File: config.mk
export PLATFORM = sky130hd
export DESIGN_NAME = fir3_tap
export DESIGN_NICKNAME = d
export VERILOG_FILES = /design/src/rtl/fir3_tap_pkg.sv /design/src/rtl/fir3_tap_add.sv /design/src/rtl/fir3_tap.sv
export SDC_FILE = /design/constraint.sdc
export NUM_CORES = 1
export LEC_CHECK = 0
export CORE_ASPECT_RATIO = 0.9
export CORE_MARGIN = 4
export CORE_UTILIZATION = 55
export CTS_CLUSTER_DIAMETER = 200
export CTS_CLUSTER_SIZE = 28
export DETAILED_ROUTE_END_ITERATION = 8
export DONT_BUFFER_PORTS = 1
export GPL_TIMING_DRIVEN = 1
export PLACE_DENSITY = 0.77
export SYNTH_ARGS = -nofsm -noshare
export SYNTH_HDL_FRONTEND = slang
export SYNTH_HIERARCHICAL = 1
export SYNTH_SLANG_ARGS = --single-unit
File: constraint.sdc
create_clock -name clk -period 4.5 [get_ports clk]
set_input_delay 0.225 -clock clk [delete_from_list [all_inputs] [get_ports clk]]
set_output_delay 0.225 -clock clk [all_outputs]
set_load 0.1 [all_outputs]
File: src/rtl/fir3_tap_pkg.sv
// Shared types, default coefficients and saturation helpers for the 3-tap FIR.
package fir3_tap_pkg;

    localparam int unsigned SAMPLE_W = 16;
    localparam int unsigned SUM_W    = 17;
    localparam int unsigned PROD_W   = 32;

    typedef logic signed [SAMPLE_W-1:0] sample_t;
    typedef logic signed [SUM_W-1:0]    sum_t;
    typedef logic signed [PROD_W-1:0]   prod_t;

    localparam sample_t     C0_DEF          = 16'sd1;
    localparam sample_t     C1_DEF          = 16'sd2;
    localparam sample_t     C2_DEF          = 16'sd1;
    localparam int unsigned FRAC_DEF        = 2;
    localparam int unsigned APPROX_LSBS_DEF = 4;

    localparam prod_t SAT_MAX = 32'sd32767;
    localparam prod_t SAT_MIN = -32'sd32768;

    // Clamp a wide signed value into the 16-bit sample range.
    function automatic sample_t sat16(input prod_t v);
        if (v > SAT_MAX) begin
            return 16'sh7FFF;
        end else if (v < SAT_MIN) begin
            return 16'sh8000;
        end
        return 16'(v);
    endfunction

    // Full-precision product, arithmetic shift (floor), then saturate.
    function automatic sample_t scale_prod(input sample_t xs, input sample_t c,
                                           input int unsigned frac);
        prod_t m;
        m = prod_t'(xs) * prod_t'(c);
        return sat16(m >>> frac);
    endfunction

endpackage

File: src/rtl/fir3_tap_add.sv
// Approximate signed adder: low bits ORed, upper part carries in from the top low bit.
module approx_add16
    import fir3_tap_pkg::*;
#(
    parameter int unsigned APPROX_LSBS = APPROX_LSBS_DEF
) (
    input  logic signed [15:0] a,
    input  logic signed [15:0] b,
    output logic signed [16:0] s
);

    generate
        if (APPROX_LSBS == 0) begin : g_exact
            assign s = SUM_W'(a) + SUM_W'(b);
        end else begin : g_approx
            localparam int unsigned K = APPROX_LSBS;
            logic cin;
            sum_t hi;
            sum_t low;

            assign cin = a[K-1] & b[K-1];
            // Upper part is kept shifted down so the 17-bit result never wraps.
            assign hi  = (SUM_W'(a) >>> K) + (SUM_W'(b) >>> K)
                       + $signed({(SUM_W-1)'(0), cin});
            assign low = SUM_W'(a[K-1:0] | b[K-1:0]);
            assign s   = (hi <<< K) | low;
        end
    endgenerate

endmodule

File: src/rtl/fir3_tap.sv
// 3-tap direct-form FIR with approximate adders; one sample in and one out per clock.
module fir3_tap
    import fir3_tap_pkg::*;
#(
    parameter logic signed [15:0] C0          = C0_DEF,
    parameter logic signed [15:0] C1          = C1_DEF,
    parameter logic signed [15:0] C2          = C2_DEF,
    parameter int unsigned        FRAC        = FRAC_DEF,
    parameter int unsigned        APPROX_LSBS = APPROX_LSBS_DEF
) (
    input  logic               clk,
    input  logic               rstN,
    input  logic signed [15:0] x,
    output logic signed [15:0] y
);

    sample_t x_d1_q;
    sample_t x_d2_q;
    sample_t y_q;
    sample_t y_d;

    sample_t p0_c;
    sample_t p1_c;
    sample_t p2_c;
    sum_t    s1_raw_c;
    sample_t s1_c;
    sum_t    s2_raw_c;

    assign p0_c = scale_prod(x,      C0, FRAC);
    assign p1_c = scale_prod(x_d1_q, C1, FRAC);
    assign p2_c = scale_prod(x_d2_q, C2, FRAC);

    // Summation order is fixed: (p0 + p1) first, then + p2.
    approx_add16 #(.APPROX_LSBS(APPROX_LSBS)) u_add0 (
        .a (p0_c),
        .b (p1_c),
        .s (s1_raw_c)
    );

    assign s1_c = sat16(PROD_W'(s1_raw_c));

    approx_add16 #(.APPROX_LSBS(APPROX_LSBS)) u_add1 (
        .a (s1_c),
        .b (p2_c),
        .s (s2_raw_c)
    );

    assign y_d = sat16(PROD_W'(s2_raw_c));

    // rstN is active-high despite its name.
    always_ff @(posedge clk or posedge rstN) begin
        if (rstN) begin
            x_d1_q <= '0;
            x_d2_q <= '0;
            y_q    <= '0;
        end else begin
            x_d1_q <= x;
            x_d2_q <= x_d1_q;
            y_q    <= y_d;
        end
    end

    assign y = y_q;

endmodule

==> flow_summary.yaml, run 1 <==
timing:
  fin_crit_ps: 4320
  rsz0062_at_grt: "true"
  fin_skew_ps: 10.8
  fin_crit_sh_pct: 96.1
  hold_viol_final: 0
  worst_pin_slew_ps: 871
  setup_ws_ps: 178
  setup_viol: 0
  drv_slew: 0
  holdWs_ps: 372
  fmax_mhz: 231
  relSlewSlack_pct: 42.0
routing:
  drt_wl_total_um: 5340
  dr.pass1.iters: 4
  vias: 2038
  antenna_left: 0
  via_per_inst: 5.34
  drc_errors: 0
  drtIter0Drc: 80
  wl_per_cell_um: 14.0
grt:
  grt_max_degree: 46
  antenna_found_initial: 0
  grt_util_all_layers_pct: 18.0
  overflow: 0
  grt_pass1_wl_um: 8510
  first_global_vias: 1859
min_path:
  hold_path_startpoint: "x_d1_q[3]$_DFF_PP0_"
  hp-class: "reg2reg"
  hold_path_depth: 0
  min_to: "x_d2_q[3]$_DFF_PP0_"
setup_path:
  regToRegEndpoint: "y[13]$_DFF_PP0_"
  cp.required_ps: 4690
  path_max_fanout: 8
  critPathKind: "reg2reg"
  r2r_start: "x_d1_q[4]$_DFF_PP0_"
  crit_path_end_kind: "register"
  r2r_cells: 19
  r2r_slack_ps: 180
  arrival_ps: 4510
  critPathLaunch: "x_d1_q[4]$_DFF_PP0_"
  start_kind: "register"
die:
  dieHeight_um: 74.8
  die_w_um: 82.2
  core-area_um2: 4800
  ioPinCount: 34
  start_util_pct: 56.7
  rows: 24
  dieArea_um2: 6140
layout:
  diodes: 0
  fin_nets: 360
  layout-drive-gt1-share_pct: 17.7
  final_cell_mix: "dfrtp_1, nor2_1, nand2_1"
  num-fill-cells: 376
  area_delta_synth_final_pct: 18.6
  final_common_cell: "dfrtp_1"
place:
  pre_cts_slack_ps: 23.6
  port_buffers: 0
  gp_congestion: 0.796
  dp_hpwl_um: 3620
logic_synthesis:
  avgSynthCellArea_um2: 9.52
  synth_ff_type: "dfrtp_1"
  synth-edff-count: 0
  ys_seq_elements: 45
  ys_seq_area_share_pct: 41.3
  yosysWarnings: 6
  synth_cell_types: 35
  netlist_instances: 286
  syn-cell-area_um2: 2720
  synthArstFlopShare_pct: 100
  syn_nets: 330
cts:
  cts_num_sinks: 45
  cts_made_buffers: 5
  clk_pin_slew_ps: 90
  htreeDepth: 2
  clk_latency_ps: 300
  clock_path_buffers: 2
  cts_tree: "built"
  root_buffer: "clkbuf_8"
power_and_ir_drop:
  fin_total_pwr_uw: 1970
  p_leak_uw: 0.00150
  irDropWorstVdd_mv: 0.424
  powerDensity_nw_per_um2: 610
status:
  outcome: "finished clean"
run:
  drv_cap: 0
==> how the worst max path moves through the flow <==
stage	slack [ps]	end
6_report	180	y[13]$_DFF_PP0_
5_1_grt	-50	y[13]$_DFF_PP0_
4_1_cts	40	y[13]$_DFF_PP0_
3_5_place_dp	20	y[14]$_DFF_PP0_
3_3_place_gp	120	y[14]$_DFF_PP0_
2_1_floorplan	50	y[10]$_DFF_PP0_
==> cells in the mapped netlist (3+ instances only) <==
cell type	n	area (um^2)
clkbuf_1	6	22.5
buf_2	3	15.0
or2_2	8	50.1
fa_1	4	80.1
a21oi_1	12	60.1
nor2b_1	3	18.8
dfrtp_1	45	1130
xor2_1	6	52.6
nand2_1	32	120
nor3_1	8	40.0
o21ai_0	24	120
nand4_1	4	25.0
a21o_1	18	135
xnor2_1	12	105
inv_1	11	41.3
ha_1	22	275
nor2_1	32	120
and3_1	6	37.5
==> through the flow <==
step           setup TNS, ps  cell area [um^2]  util (%)  instances
5_1_grt                 -484              3230      67.2        382
6_report                   0              3230      67.2        382
4_1_cts                    0              3140      65.4        377
3_5_place_dp               0              2840      59.2        351
2_1_floorplan              0              2720         -        286
3_3_place_gp               0              2840      59.2        351
==> logic make-up after synthesis <==
| logic type | Yosys count | synth area share (%) |
|---|---|---|
| buffers and inverters | 25 | 4.00 |
| AOI/OAI and AO/OA | 72 | 18.7 |
| adders and majority gates | 26 | 13.0 |
| xor gates and xnor gates | 18 | 5.79 |
| and+or+nand+nor | 100 | 17.1 |
| DFF | 45 | 41.3 |
==> state kept, by name, indices dropped and copies added (netlist names) <==
| name | cells |
|---|---|
| x_d1_q | 15 |
| x_d2_q | 14 |
| y | 16 |
==> power by group <==
group / internal, uW / leakage (uW) / switching [uW] / total, uW
Combinational: 317 / 0.000940 / 363 / 680
Clock: 166 / 0.0000543 / 142 / 309
Sequential: 474 / 0.000510 / 508 / 982
==> worst max-delay path: stages, from the launching register on <==
cell and delay (ps):
dfrtp_1 400, nand2_1 90, fa_2 200, inv_1 50, fa_2 340, a21o_1 210
a221oi_4 370, o21bai_4 110, a21oi_2 140, a21o_1 200, buf_4 170, o21ai_0 190
fa_2 450, a21o_1 200, a221oi_4 290, o21bai_2 120, a21oi_1 150, a21o_1 230
nand2b_4 110, a21o_1 190
==> final cells by class <==
class                      count  area, um^2  area share [%]
clock buffer                   5        68.8            2.13
clock inverter                 3        46.3            1.43
inverter                      13        48.8            1.51
multi-input combinational    216        1550            48.1
sequential                    45        1130            34.9
tap                           65        81.3            2.52
timing repair buffer          35         307            9.49
==> layer usage <==
layer	up-vias	global-route usage, %	wire length [um]
met1	933	26.5	2540
met3	9	4.43	246
li1	1046	-	-
met2	50	25.9	2480
met5	-	0	0
met4	0	5.72	72
==> what timing repair did <==
action | CTS | global route
resized for setup | 1 | 13
hold buffers | 16 | 0
endpoints found under the setup margin | 8 | 16
pin swaps | 1 | 6
hold endpoints to repair | 60 | 0
gates cloned | 0 | 0
buffers inserted | 2 | 5
No activity file was read; power rests on OpenSTA's default activity.
==> inputs of run 2 (changes only) <==
--- a/config.mk
+++ b/config.mk
@@ -5,7 +5,8 @@
 export SDC_FILE = /design/constraint.sdc
 export NUM_CORES = 1
 export LEC_CHECK = 0
-export CORE_ASPECT_RATIO = 0.9
+export CAP_MARGIN = 30
+export CORE_ASPECT_RATIO = 0.5
 export CORE_MARGIN = 4
 export CORE_UTILIZATION = 55
 export CTS_CLUSTER_DIAMETER = 200
==> flow_summary.yaml, run 2 (synthesis gave the netlist of run 1 again) <==
die:
  dieHeight_um: 57.8
  dieArea_um2: 6210
  start_util_pct: 59.3
  ioPinCount: 34
  die_w_um: 108
  core-area_um2: 4590
  rows: 17
grt:
  overflow: 0
  grt_max_degree: 46
  grt_pass1_wl_um: 9450
  antenna_found_initial: 0
  grt_util_all_layers_pct: 19.1
  first_global_vias: 2098
routing:
  via_per_inst: 5.62
  dr.pass1.iters: 6
  drc_errors: 0
  drtIter0Drc: 140
  wl_per_cell_um: 15.4
  antenna_left: 0
  drt_wl_total_um: 5880
  vias: 2143
status:
  outcome: "finished clean"
timing:
  fin_skew_ps: 2.04
  setup_viol: 0
  drv_slew: 0
  setup_ws_ps: 236
  hold_viol_final: 0
  fin_crit_sh_pct: 94.8
  fin_crit_ps: 4260
  fmax_mhz: 235
  worst_pin_slew_ps: 907
  relSlewSlack_pct: 39.6
  holdWs_ps: 222
place:
  gp_congestion: 0.763
  dpl.cell_count: 351
  placed_area_um2: 2840
  dp_hpwl_um: 4110
  pre_cts_slack_ps: -37.9
  port_buffers: 0
cts:
  clk_pin_slew_ps: 80
  clk_latency_ps: 300
  cts_tree: "built"
  cts_num_sinks: 45
  root_buffer: "clkbuf_8"
  htreeDepth: 2
  cts_made_buffers: 5
  clock_path_buffers: 2
power_and_ir_drop:
  p_leak_uw: 0.00152
  irDropWorstVdd_mv: 0.456
  powerDensity_nw_per_um2: 620
setup_path:
  crit_path_end_kind: "register"
  path_max_fanout: 8
  crit_path_top_delay_cell: "dfrtp_1"
  crit_family: "compound AO/OA/AOI/OAI gates"
  start_kind: "register"
  r2r_slack_ps: 240
  critPathKind: "reg2reg"
  slowest_delay_ps: 410
  cp.required_ps: 4690
  path_common_cell: "fa_2"
  arrival_ps: 4460
  cp_cell_sequence: "nand2_1, fa_2, inv_1, fa_2, a21o_1, a221oi_4, o21bai_2, a21oi_1, a21o_2, o21ai_0, inv_1, fa_2, inv_1, fa_2, a21o_1, a221oi_4, o21bai_2, a21oi_1, a21o_2, nand2b_4, a21o_1"
  critPathBufInv: 3
layout:
  final_cell_mix: "dfrtp_1, nor2_1, nand2_1"
  postLayoutCoreUtil_pct: 70.8
  final_common_cell: "dfrtp_1"
  fin_cells: 381
  num-fill-cells: 357
  layout-drive-gt1-share_pct: 18.4
  largest_register_ffs: 16
  diodes: 0
  design_area_um2: 3250
  area_delta_synth_final_pct: 19.4
  fin_nets: 358
min_path:
  hp-class: "in2async"
run:
  drv_cap: 0
[run 2: path summary, 6_finish.rpt]
kind                                        end  cells after the start                  from
min reg2reg                x_d2_q[11]$_DFF_PP0_                      0  x_d1_q[11]$_DFF_PP0_
max                             y[10]$_DFF_PP0_                     21   x_d1_q[4]$_DFF_PP0_
max in group asynchronous  x_d1_q[13]$_DFF_PP0_                      3                  rstN
min                              y[4]$_DFF_PP0_                      2                  rstN
max reg2reg                     y[10]$_DFF_PP0_                     21   x_d1_q[4]$_DFF_PP0_
min in group clk                 y[2]$_DFF_PP0_                      6                  x[4]
[run 2: repair_timing]
item / in CTS / in global routing
hold buffers: 15 / 1
buffers inserted: 0 / 4
endpoints found under the setup margin: 15 / 16
hold endpoints to repair: 15 / 45
pin swaps: 0 / 6
resized for setup: 3 / 17
cloned: 0 / 1
[run 2: cell type report]
class / count / area [um^2] / area share, %
Sequential cell: 45 / 1130 / 34.6
Tap cell: 66 / 82.6 / 2.54
Multi-Input combinational cell: 216 / 1570 / 48.2
Clock inverter: 2 / 38.8 / 1.19
Clock buffer: 6 / 72.6 / 2.23
Inverter: 13 / 48.8 / 1.50
Timing Repair Buffer: 33 / 315 / 9.69
[run 2: per-layer routing]
layer / global-route usage [%] / part of all wire, % / vias up
li1: - / - / 1043
met1: 24.2 / 46 / 1044
met2: 32.8 / 48 / 48
met3: 4.45 / 4.5 / 8
met4: 5.94 / 1.3 / 0
met5: 0 / 0 / -
[run 2: power by group]
| part | internal (uW) | total (uW) | leakage [uW] | switching [uW] |
|---|---|---|---|---|
| sequential | 474 | 990 | 0.000510 | 516 |
| combinational | 335 | 721 | 0.000951 | 385 |
| clock | 167 | 306 | 0.0000554 | 139 |
| total | 976 | 2020 | 0.00152 | 1040 |
[run 2: per-stage QoR]
| step | power (uW) | setup TNS [ps] |
|---|---|---|
| after CTS | 1950 | 0 |
| after floorplan | 1490 | 0 |
| after global routing | 2140 | -395 |
| after detailed placement | 1620 | -210 |
| final | 2020 | 0 |
| after global placement | 1590 | 0 |
==> inputs of run 3 (changes only) <==
--- a/config.mk
+++ b/config.mk
@@ -6,15 +6,17 @@
 export NUM_CORES = 1
 export LEC_CHECK = 0
 export CAP_MARGIN = 30
+export CELL_PAD_IN_SITES_DETAIL_PLACEMENT = 0
+export CELL_PAD_IN_SITES_GLOBAL_PLACEMENT = 1
 export CORE_ASPECT_RATIO = 0.5
 export CORE_MARGIN = 4
-export CORE_UTILIZATION = 55
+export CORE_UTILIZATION = 44
 export CTS_CLUSTER_DIAMETER = 200
 export CTS_CLUSTER_SIZE = 28
 export DETAILED_ROUTE_END_ITERATION = 8
 export DONT_BUFFER_PORTS = 1
 export GPL_TIMING_DRIVEN = 1
-export PLACE_DENSITY = 0.77
+export PLACE_DENSITY = 0.79
 export SYNTH_ARGS = -nofsm -noshare
 export SYNTH_HDL_FRONTEND = slang
 export SYNTH_HIERARCHICAL = 1
==> flow_summary.yaml, run 3 (synthesis gave the netlist of run 1 again) <==
layout:
  final_common_cell: "dfrtp_1"
  final_cell_mix: "dfrtp_1, nor2_1, nand2_1"
  design_area_um2: 3320
  fin_nets: 359
  layout-drive-gt1-share_pct: 19.3
  largest_register_ffs: 16
  postLayoutCoreUtil_pct: 57.9
  area_delta_synth_final_pct: 21.8
  diodes: 0
  fin_cells: 400
place:
  placed_area_um2: 2890
  gp_congestion: 0.842
  dpl.cell_count: 373
  port_buffers: 0
  dp_hpwl_um: 3990
timing:
  worst_pin_slew_ps: 908
  hold_viol_final: 0
  fin_skew_ps: 6.07
  relSlewSlack_pct: 39.5
  setup_viol: 0
  fin_crit_sh_pct: 94.6
  fin_crit_ps: 4260
  fmax_mhz: 235
  drv_slew: 0
routing:
  drtIter0Drc: 111
  vias: 2070
  via_per_inst: 5.18
  dr.pass1.iters: 4
  drc_errors: 0
  antenna_left: 0
  drt_wl_total_um: 5550
  wl_per_cell_um: 13.9
die:
  ioPinCount: 34
  core-area_um2: 5730
  dieArea_um2: 7590
  dieHeight_um: 63.6
  die_w_um: 119
  rows: 19
  start_util_pct: 47.5
grt:
  grt_util_all_layers_pct: 15.4
  antenna_found_initial: 0
  grt_pass1_wl_um: 9250
  overflow: 0
  first_global_vias: 1920
  grt_max_degree: 46
setup_path:
  path_max_fanout: 8
  arrival_ps: 4440
  r2r_start: "x_d1_q[4]$_DFF_PP0_"
  crit_path_end_kind: "register"
  cp.required_ps: 4680
  regToRegEndpoint: "y[11]$_DFF_PP0_"
  r2r_slack_ps: 240
  start_kind: "register"
  critPathKind: "reg2reg"
  r2r_cells: 21
power_and_ir_drop:
  p_clk_share_pct: 17.8
  p_seq_share_pct: 48.1
  p_leak_uw: 0.00153
  p_comb_share_pct: 34.2
  sw_frac_of_total_pct: 50.8
  powerDensity_nw_per_um2: 620
  p_sw_uw: 1040
  fin_total_pwr_uw: 2060
  internal_power_uw: 1010
  irDropWorstVdd_mv: 0.266
cts:
  clk_pin_slew_ps: 60
  cts_made_buffers: 5
  cts_num_sinks: 45
  htreeDepth: 2
  clock_path_buffers: 2
  clk_latency_ps: 290
  cts_tree: "built"
  root_buffer: "clkbuf_16"
status:
  outcome: "finished clean"
run:
  drv_cap: 0
min_path:
  hp-class: "in2async"
## run 3: worst max-delay path, stage by stage (launching register included)
cell,delay (ps)
dfrtp_1,390
nand2_1,80
fa_2,200
inv_1,50
fa_1,400
a21o_1,220
a221oi_4,290
o21bai_2,120
a21oi_2,150
a21o_4,150
o21ai_0,100
inv_1,90
fa_2,210
inv_1,50
fa_1,380
a21o_1,220
a221oi_2,310
o21bai_2,130
a21oi_2,170
a21o_4,150
nand2b_4,90
a21o_1,190
## run 3: layer usage
layer | track usage, % | wire length (um)
met1 | 22.0 | 2870
met2 | 21.8 | 2350
met3 | 4.65 | 253
met4 | 5.63 | 84
met5 | 0 | 0
## run 3: power groups by stage
stage | sequential (uW) | clock, uW | combinational [uW]
floorplan | 984 | 0 | 505
global placement | 999 | 0 | 622
detailed placement | 1000 | 0 | 636
CTS | 991 | 381 | 652
global route | 996 | 397 | 794
finish | 989 | 365 | 703
## run 3: stage by stage
step                      setup slack, ps  hold slack [ps]  setup TNS (ps)
after floorplan                      47.8              256               0
after detailed placement             11.7              256               0
after CTS                            86.3             60.6               0
after global placement               95.6              256               0
after global routing                -1.54              280           -1.54
final                                 243              273               0
## run 3: layout make-up
class,count,area [um^2]
Fill cell,518,2410
Multi-Input combinational cell,216,1570
Sequential cell,45,1130
Timing Repair Buffer,34,315
Clock buffer,5,125
Tap cell,84,105
Inverter,13,48.8
Clock inverter,3,22.5
## run 3: repair_timing
action,in CTS,in global routing
gates resized for setup,1,18
cloned,0,1
setup buffers,0,1
hold buffers,15,1
pin swaps,0,5
setup endpoints to repair,1,16
hold endpoints to repair,15,8
## run 3: worst max-delay path by stage
stage          depth (start not counted)  slack, ps                start         endpoint
2_1_floorplan                         23         50  x_d1_q[4]$_DFF_PP0_  y[10]$_DFF_PP0_
3_3_place_gp                          21        100  x_d1_q[4]$_DFF_PP0_  y[11]$_DFF_PP0_
3_5_place_dp                          21         10  x_d1_q[4]$_DFF_PP0_  y[11]$_DFF_PP0_
4_1_cts                               21         90  x_d1_q[4]$_DFF_PP0_  y[11]$_DFF_PP0_
5_1_grt                               21         -2  x_d1_q[4]$_DFF_PP0_  y[11]$_DFF_PP0_
6_report                              21        240  x_d1_q[4]$_DFF_PP0_  y[11]$_DFF_PP0_
